==> src/rtl/multi_edge_pulser_pkg.sv <==
// Shared types for the multi-channel edge pulser.
// Latency: n/a (types and constants only).
// Backpressure: n/a.
//
// edge_mode_t : per-channel edge select (off / rise / fall / both)
// MODE_*_BIT  : bit positions inside edge_mode_t that enable each edge polarity
package multi_edge_pulser_pkg;

    typedef enum logic [1:0] {
        EDGE_OFF  = 2'b00,
        EDGE_RISE = 2'b01,
        EDGE_FALL = 2'b10,
        EDGE_BOTH = 2'b11
    } edge_mode_t;

    localparam int MODE_RISE_BIT = 0;
    localparam int MODE_FALL_BIT = 1;

endpackage

==> src/rtl/edge_pulser_ch.sv <==
// One channel: synchroniser -> debouncer -> edge-qualified pulse generator.
// Latency: din change to d_level/d_pulse is SYNC_STAGES + DB_CYCLES clocks.
// Backpressure: none; the input is sampled every clock and events are never stalled.
//
// Ports:
//   clk, rst_n : clock (posedge) and asynchronous active-low reset
//   din        : raw asynchronous input
//   mode       : edge select, looked at only on the clock that accepts a level change
//   d_pulse    : registered one-shot, high for PULSE_LEN clocks per qualified edge
//   d_level    : debounced level
module edge_pulser_ch
    import multi_edge_pulser_pkg::*;
#(
    parameter int SYNC_STAGES = 2,
    parameter int DB_CYCLES   = 4,
    parameter int PULSE_LEN   = 1
) (
    input  logic       clk,
    input  logic       rst_n,
    input  logic       din,
    input  edge_mode_t mode,
    output logic       d_pulse,
    output logic       d_level
);

    localparam int CNT_W  = $clog2(DB_CYCLES + 1);
    localparam int PCNT_W = $clog2(PULSE_LEN + 1);
    localparam logic [CNT_W-1:0]  CNT_LAST  = CNT_W'(DB_CYCLES - 1);
    localparam logic [PCNT_W-1:0] PCNT_LOAD = PCNT_W'(PULSE_LEN);

    logic [SYNC_STAGES-1:0] sync_q;
    logic                   s;
    logic [CNT_W-1:0]       cnt;
    logic [PCNT_W-1:0]      pcnt;
    logic [1:0]             mode_bits;
    logic                   accept;
    logic                   load;

    assign s         = sync_q[SYNC_STAGES-1];
    assign mode_bits = mode;

    // A level change is accepted on the DB_CYCLES-th consecutive clock that s
    // disagrees with the current debounced level.
    assign accept = (s != d_level) && (cnt == CNT_LAST);

    // The new level equals s, so s itself tells the polarity of the edge.
    assign load = accept && (s ? mode_bits[MODE_RISE_BIT] : mode_bits[MODE_FALL_BIT]);

    always_ff @(posedge clk or negedge rst_n) begin
        if (!rst_n) begin
            sync_q <= '0;
        end else begin
            sync_q <= {sync_q[SYNC_STAGES-2:0], din};
        end
    end

    always_ff @(posedge clk or negedge rst_n) begin
        if (!rst_n) begin
            cnt     <= '0;
            d_level <= 1'b0;
        end else if (s == d_level) begin
            cnt <= '0;
        end else if (accept) begin
            cnt     <= '0;
            d_level <= s;
        end else begin
            cnt <= cnt + CNT_W'(1);
        end
    end

    // pcnt holds the number of pulse cycles still owed including the current
    // one, so the pulse flop stays high while more than one remains. A reload
    // while active simply restarts the count, giving a gap-free extension.
    always_ff @(posedge clk or negedge rst_n) begin
        if (!rst_n) begin
            pcnt    <= '0;
            d_pulse <= 1'b0;
        end else if (load) begin
            pcnt    <= PCNT_LOAD;
            d_pulse <= 1'b1;
        end else begin
            d_pulse <= (pcnt > PCNT_W'(1));
            if (pcnt != '0) begin
                pcnt <= pcnt - PCNT_W'(1);
            end
        end
    end

endmodule

==> src/rtl/multi_edge_pulser.sv <==
// NCH independent debounced edge detectors with per-channel edge mode.
// Latency: SYNC_STAGES + DB_CYCLES clocks din->d_level/d_pulse; any_pulse is one OR after flops.
// Backpressure: none; every channel samples its input each clock.
//
// Ports:
//   clk, rst_n : clock (posedge) and asynchronous active-low reset
//   din        : [NCH-1:0] raw asynchronous inputs
//   mode       : [NCH-1:0] edge_mode_t per-channel edge select
//   d_pulse    : [NCH-1:0] registered one-shots
//   d_level    : [NCH-1:0] debounced levels
//   any_pulse  : OR of d_pulse
module multi_edge_pulser
    import multi_edge_pulser_pkg::*;
#(
    parameter int NCH         = 4,
    parameter int SYNC_STAGES = 2,
    parameter int DB_CYCLES   = 4,
    parameter int PULSE_LEN   = 1
) (
    input  logic                 clk,
    input  logic                 rst_n,
    input  logic       [NCH-1:0] din,
    input  edge_mode_t [NCH-1:0] mode,
    output logic       [NCH-1:0] d_pulse,
    output logic       [NCH-1:0] d_level,
    output logic                 any_pulse
);

    for (genvar i = 0; i < NCH; i++) begin : g_ch
        edge_pulser_ch #(
            .SYNC_STAGES (SYNC_STAGES),
            .DB_CYCLES   (DB_CYCLES),
            .PULSE_LEN   (PULSE_LEN)
        ) u_ch (
            .clk     (clk),
            .rst_n   (rst_n),
            .din     (din[i]),
            .mode    (mode[i]),
            .d_pulse (d_pulse[i]),
            .d_level (d_level[i])
        );
    end

    assign any_pulse = |d_pulse;

endmodule

==> config.mk <==
export PLATFORM = sky130hd
export DESIGN_NAME = multi_edge_pulser
export DESIGN_NICKNAME = d
export VERILOG_FILES = /design/src/rtl/multi_edge_pulser_pkg.sv /design/src/rtl/edge_pulser_ch.sv /design/src/rtl/multi_edge_pulser.sv
export SDC_FILE = /design/constraint.sdc
export NUM_CORES = 1
export LEC_CHECK = 0
export ABC_AREA = 1
export BUFFER_PORTS_ARGS = -buffer_cell sky130_fd_sc_hd__buf_2
export CAP_MARGIN = 25
export CORE_MARGIN = 8
export CORE_UTILIZATION = 33
export DETAILED_ROUTE_END_ITERATION = 8
export PLACE_DENSITY = 0.54
export SLEW_MARGIN = 20
export SYNTH_ARGS = -nofsm -noshare
export SYNTH_HDL_FRONTEND = slang
export SYNTH_HIERARCHICAL = 1
export SYNTH_SLANG_ARGS = --single-unit
==> constraint.sdc <==
create_clock -name clk -period 1 [get_ports clk]
set_input_delay 0.2 -clock clk [delete_from_list [all_inputs] [get_ports clk]]
set_output_delay 0.2 -clock clk [all_outputs]
set_load 0.005 [all_outputs]
* Word level (Yosys, flattened, before mapping)
Index checks and enable logic that the tools add are counted.
** Cells by class
- Multiplexer cells :: 24
- Reductions and logical operators :: 13
- Add/subtract/negate cells :: 8
- Bitwise operators :: 4
- Equality and inequality tests :: 12
- $lt $le $gt $ge :: 4
** Operators with widths (number)
- 2-to-1 mux 3 bit :: 8
- 2-to-1 mux 1 bit :: 16
- adder 3 x 1 -> 3 bit (second input constant) :: 4
- equality test 3 x 2 -> 1 bit (second input constant) :: 4
- logical AND 1 bit :: 8
- AND reduction 2 bit :: 4
- equality test 1 bit :: 4
- > comparator 1 bit (second input constant) :: 4
- != test 1 bit :: 4
- NOT 1 bit :: 4
- OR reduction 4 bit :: 1
- subtractor 1 bit (second input constant) :: 4
** Word-level totals
- Input bits :: 14
- Logic and storage cells :: 85
- Output and inout port bits :: 9
- Flip-flop bits (word level) :: 32

* Logic depth before layout (Yosys ltp)
- Depth after elaboration :: 4
- Mapped depth :: 5

* Cells and area by module
Netlist, hierarchy kept.
** By module, submodules not included
- edge_pulser_ch :: cells an instance 31, area an instance 285.3 um^2, instances 4
- multi_edge_pulser :: cells an instance 3, area an instance 11.3 um^2, instances 1

* Least setup slack after synthesis
No wires, ideal clock.
- Path type :: register -> register
- Start :: reg g_ch[0].u_ch.cnt[0]
- End :: reg g_ch[0].u_ch.cnt[2]
- Data arrival time :: 844 ps
- Data required time :: 931 ps
- Buffers on the path :: 0
- Period minus slack after synthesis :: 913 ps
- Library setup time :: 69 ps
- Cell stages (with the launch flop) :: 4
- Setup slack :: 87 ps
- Path through :: dfrtp_1 ha_1 or2_1 nor2_2
** Between the ends
- Word-level cells in the longest chain between the ends :: 4
- Elaborated cells between the ends (all ways) :: 5
** Ends and longest elaborated chain
- from (decl) :: line edge_pulser_ch.sv:33 : logic [CNT_W-1:0] cnt;
- from (signal assigned) :: line edge_pulser_ch.sv:67 : cnt <= cnt + CNT_W'(1);
- branches (longest 2 deep; another with adder 3 x 1 -> 3 bit)
- 2-to-1 mux 3 bit (*) :: line edge_pulser_ch.sv:63 : end else if (accept) begin
- 2-to-1 mux 3 bit (*) :: line edge_pulser_ch.sv:61 : end else if (s == d_level) begin
Mark *: on every way between the ends.
A chain may end at the register's enable or synchronous reset.

* Worst setup path in the final report
- Start :: reg g_ch[3].u_ch.d_pulse
- End :: out any_pulse
** Between the ends
- Word-level cells in the longest chain between the ends :: 1
** Ends and longest elaborated chain
- from (decl) :: line edge_pulser_ch.sv:22 : output logic d_pulse,
- from (signal assigned) :: line edge_pulser_ch.sv:82 : d_pulse <= (pcnt > PCNT_W'(1));
- OR reduction 4 bit :: line multi_edge_pulser.sv:44 : assign any_pulse = |d_pulse;
- to (decl) :: line multi_edge_pulser.sv:26 : output logic any_pulse
No other way between the ends.

==> results.yml <==
grt:
  grt_max_degree: 29
  grt-ovfl-total: 0
  grt_pass1_wl_um: 3460
  grt_pass1_vias: 854
  antenna_found_initial: 0
  groute.usage.overall_pct: 7.79
critical_path:
  endpoint_kind: "output pin"
  cp_slowest_stage_delay_ns: 0.42
  cp.arrival_ns: 1.02
  crit_path_top_delay_cell: "dfrtp_1"
  cp.required_ns: 0.80
  critical_path_class: "reg -> out"
  crit_buf_inv: 1
  critPathMaxFanout: 2
  regToRegSetupSlack_ns: 0.04
  cp_top_family: "flip-flops"
  cp-start-kind: "flip-flop"
  worstPathCellList: "nor2_1 > nand2_1 > buf_2"
run:
  drv_cap: 0
finish:
  final_nets: 186
  final_area_um2: 1510
  antenna_cells: 0
  fin_cells: 213
  synthToLayoutAreaGrowth_pct: 31.2
  drive_above_1_share_pct: 36.5
sta:
  hold_viol_final: 0
  maxSlewViolCount: 0
  tightest_slew_ns: 0.337
  final.setup.tns_ns: -0.832
  post-route-min-period_ns: 1.22
  relSlewSlack_pct: 77.6
  setup_viol: 9
  max_freq_mhz: 821
  clock_skew_ns: 0.00872
  grt_setup_unrepaired: "true"
  min_period_over_period_pct: 122
  setup_slack_ns: -0.218
floorplanning:
  start_util_pct: 34.5
  rows: 21
  io_pins: 23
  coreArea_um2: 3340
  dieWidth_um: 75.1
  dieHeight_um: 75.1
  die-area_um2: 5640
cts:
  numCtsBuffers: 3
  ctsRootBufferMaster: "clkbuf_4"
  cts_tree: "yes"
  clk_pin_slew_ns: 0.15
  clk_path_buf_depth: 2
  clock-sinks: 28
  clock_latency_ns: 0.32
  htreeDepth: 1
synth:
  yosys.area.top_type: "dfrtp_1"
  synthTopCellsByCount: "33 x nand2_1, 28 x dfrtp_1, 20 x inv_1, 18 x nor2_1, 8 x nand2_2"
  synth_top_family_by_area: "simple AND/OR/NAND/NOR gates"
  synth-xor-area-share_pct: 0
  synth_edf_count: 0
  syn_area_per_cell_um2: 9.07
  synth_fa_ha_area_share_pct: 4.34
  syn-num-nets: 145
  mappedNetlistArea_um2: 1150
  yosysMostFrequentCell: "nand2_1"
  synth-simple-area-share_pct: 25.3
  yosysWarnings: 6
  synth_top_area_share_pct: 60.8
  synth_ff_type: "dfrtp_1"
  synth_seq_cells: 28
  synth_compound_area_share_pct: 1.74
  async_flop_share_pct: 100
  ys_types: 10
  synth_seq_area_share_pct: 60.8
  muxShareOfSynthArea_pct: 0
  syn_inst: 127
  ys_top_cells_by_area: "dfrtp_1 61%, nand2_1 11%, inv_1 6.5%, nor2_1 5.9%, ha_1 4.3%"
drt:
  drtPass1Iterations: 4
  wl_um: 1970
  avgRoutedWirePerCell_um: 9.24
  detail-route-antenna-nets: 0
  drc: 0
  vias: 853
  viasPerCell: 4.00
  drtIter0Drc: 21
worst_hold_path:
  hp-class: "in -> reg"
placement:
  io_buffers: 22
  gp_congestion: 0.747
  placed_cells_incl_taps: 196
  dp_hpwl_um: 1510
  placed_cell_area_um2: 1330
power:
  powerDensity_nw_per_um2: 2100
  leakagePower_nw: 0.844
  vdd.ir_drop.worst_uv: 962
  total_power_mw: 3.17
status:
  status: "finished with violations"
  violations: "setup timing"
flip-flops by register name (all words and copies together), names as in the netlist:
register and flops:
g_ch.u_ch/d_pulse 4, g_ch.u_ch/cnt 12, g_ch.u_ch/sync_q 8, g_ch.u_ch/d_level 4
metrics by stage:
stage | utilization, % | hold slack, ns | setup slack, ns
floorplan | - | -0.0956 | 0.0874
global placement | 39.8 | 0.218 | 0.0554
detailed placement | 39.8 | 0.224 | 0.0373
CTS | 44.1 | 0.151 | -0.238
global route | 45.3 | 0.181 | -0.304
finish | 45.3 | 0.160 | -0.218
per-layer routing:
| metal | vias to the layer above | part of all wire (%) | GRT usage (%) |
|---|---|---|---|
| met5 | - | 0 | 0 |
| met4 | 0 | 0.76 | 3.26 |
| met3 | 2 | 4.3 | 1.86 |
| met2 | 13 | 49 | 13.0 |
| met1 | 393 | 46 | 9.33 |
| li1 | 445 | - | - |
power breakdown:
part | internal, mW | total (mW) | switching [mW]
Combinational | 0.543 | 1.15 | 0.605
Sequential | 1.37 | 1.49 | 0.118
Clock | 0.222 | 0.537 | 0.315
path summary, 6_finish.rpt:
check	startpoint	endpoint	cells past startpoint
worst max-delay path	g_ch[3].u_ch/d_pulse$_DFF_PN0_	any_pulse	3
worst min-delay path	mode[3]	g_ch[1].u_ch/d_pulse$_DFF_PN0_	5
worst max register to register	g_ch[2].u_ch/cnt[0]$_DFF_PN0_	g_ch[2].u_ch/cnt[2]$_DFF_PN0_	3
worst min register to register	g_ch[0].u_ch/sync_q[0]$_DFF_PN0_	g_ch[0].u_ch/sync_q[1]$_DFF_PN0_	0
max in group asynchronous	rst_n	g_ch[0].u_ch/sync_q[0]$_DFF_PN0_	3
min in group asynchronous	rst_n	g_ch[3].u_ch/sync_q[0]$_DFF_PN0_	3
area by class of cell:
type	instances	area (um^2)
sequential	28	701
clock buffer	4	36.3
inverter	24	90.1
timing repair buffer	36	240
tap	46	57.6
multi-input combinational	75	387
fill	330	1830
cells by family after synthesis:
group,count (synthesis)
DFF,28
AOI/OAI and AO/OA,4
adders and majority gates,4
and+or+nand+nor,67
buffers and inverters,24
cell usage in the layout (no fill, tap or decap):
cell           instances
nor2_2                 6
clkbuf_4               3
buf_4                  9
dfrtp_1               28
o21ai_0                4
buf_6                  2
or2_1                  4
inv_1                 20
nand2_2               12
nor2_1                16
nand2_1               29
ha_2                   4
clkbuf_8               1
buf_2                 20
dlygate4sd3_1          5
inv_2                  4
tightest hold or removal path, delay by kind of cell:
family | cells | cell delay (ns)
and+or+nand+nor | 3 | 0.14
buffers and inverters | 2 | 0.12
timing repair:
action | in CTS | in global routing
hold buffers | 5 | 0
gates resized for setup | 2 | 10
hold endpoints to repair | 32 | 0
pin swaps | 2 | 7
setup endpoints to repair | 9 | 23
setup buffers | 6 | 3
No activity file was read; power rests on OpenSTA's default activity.
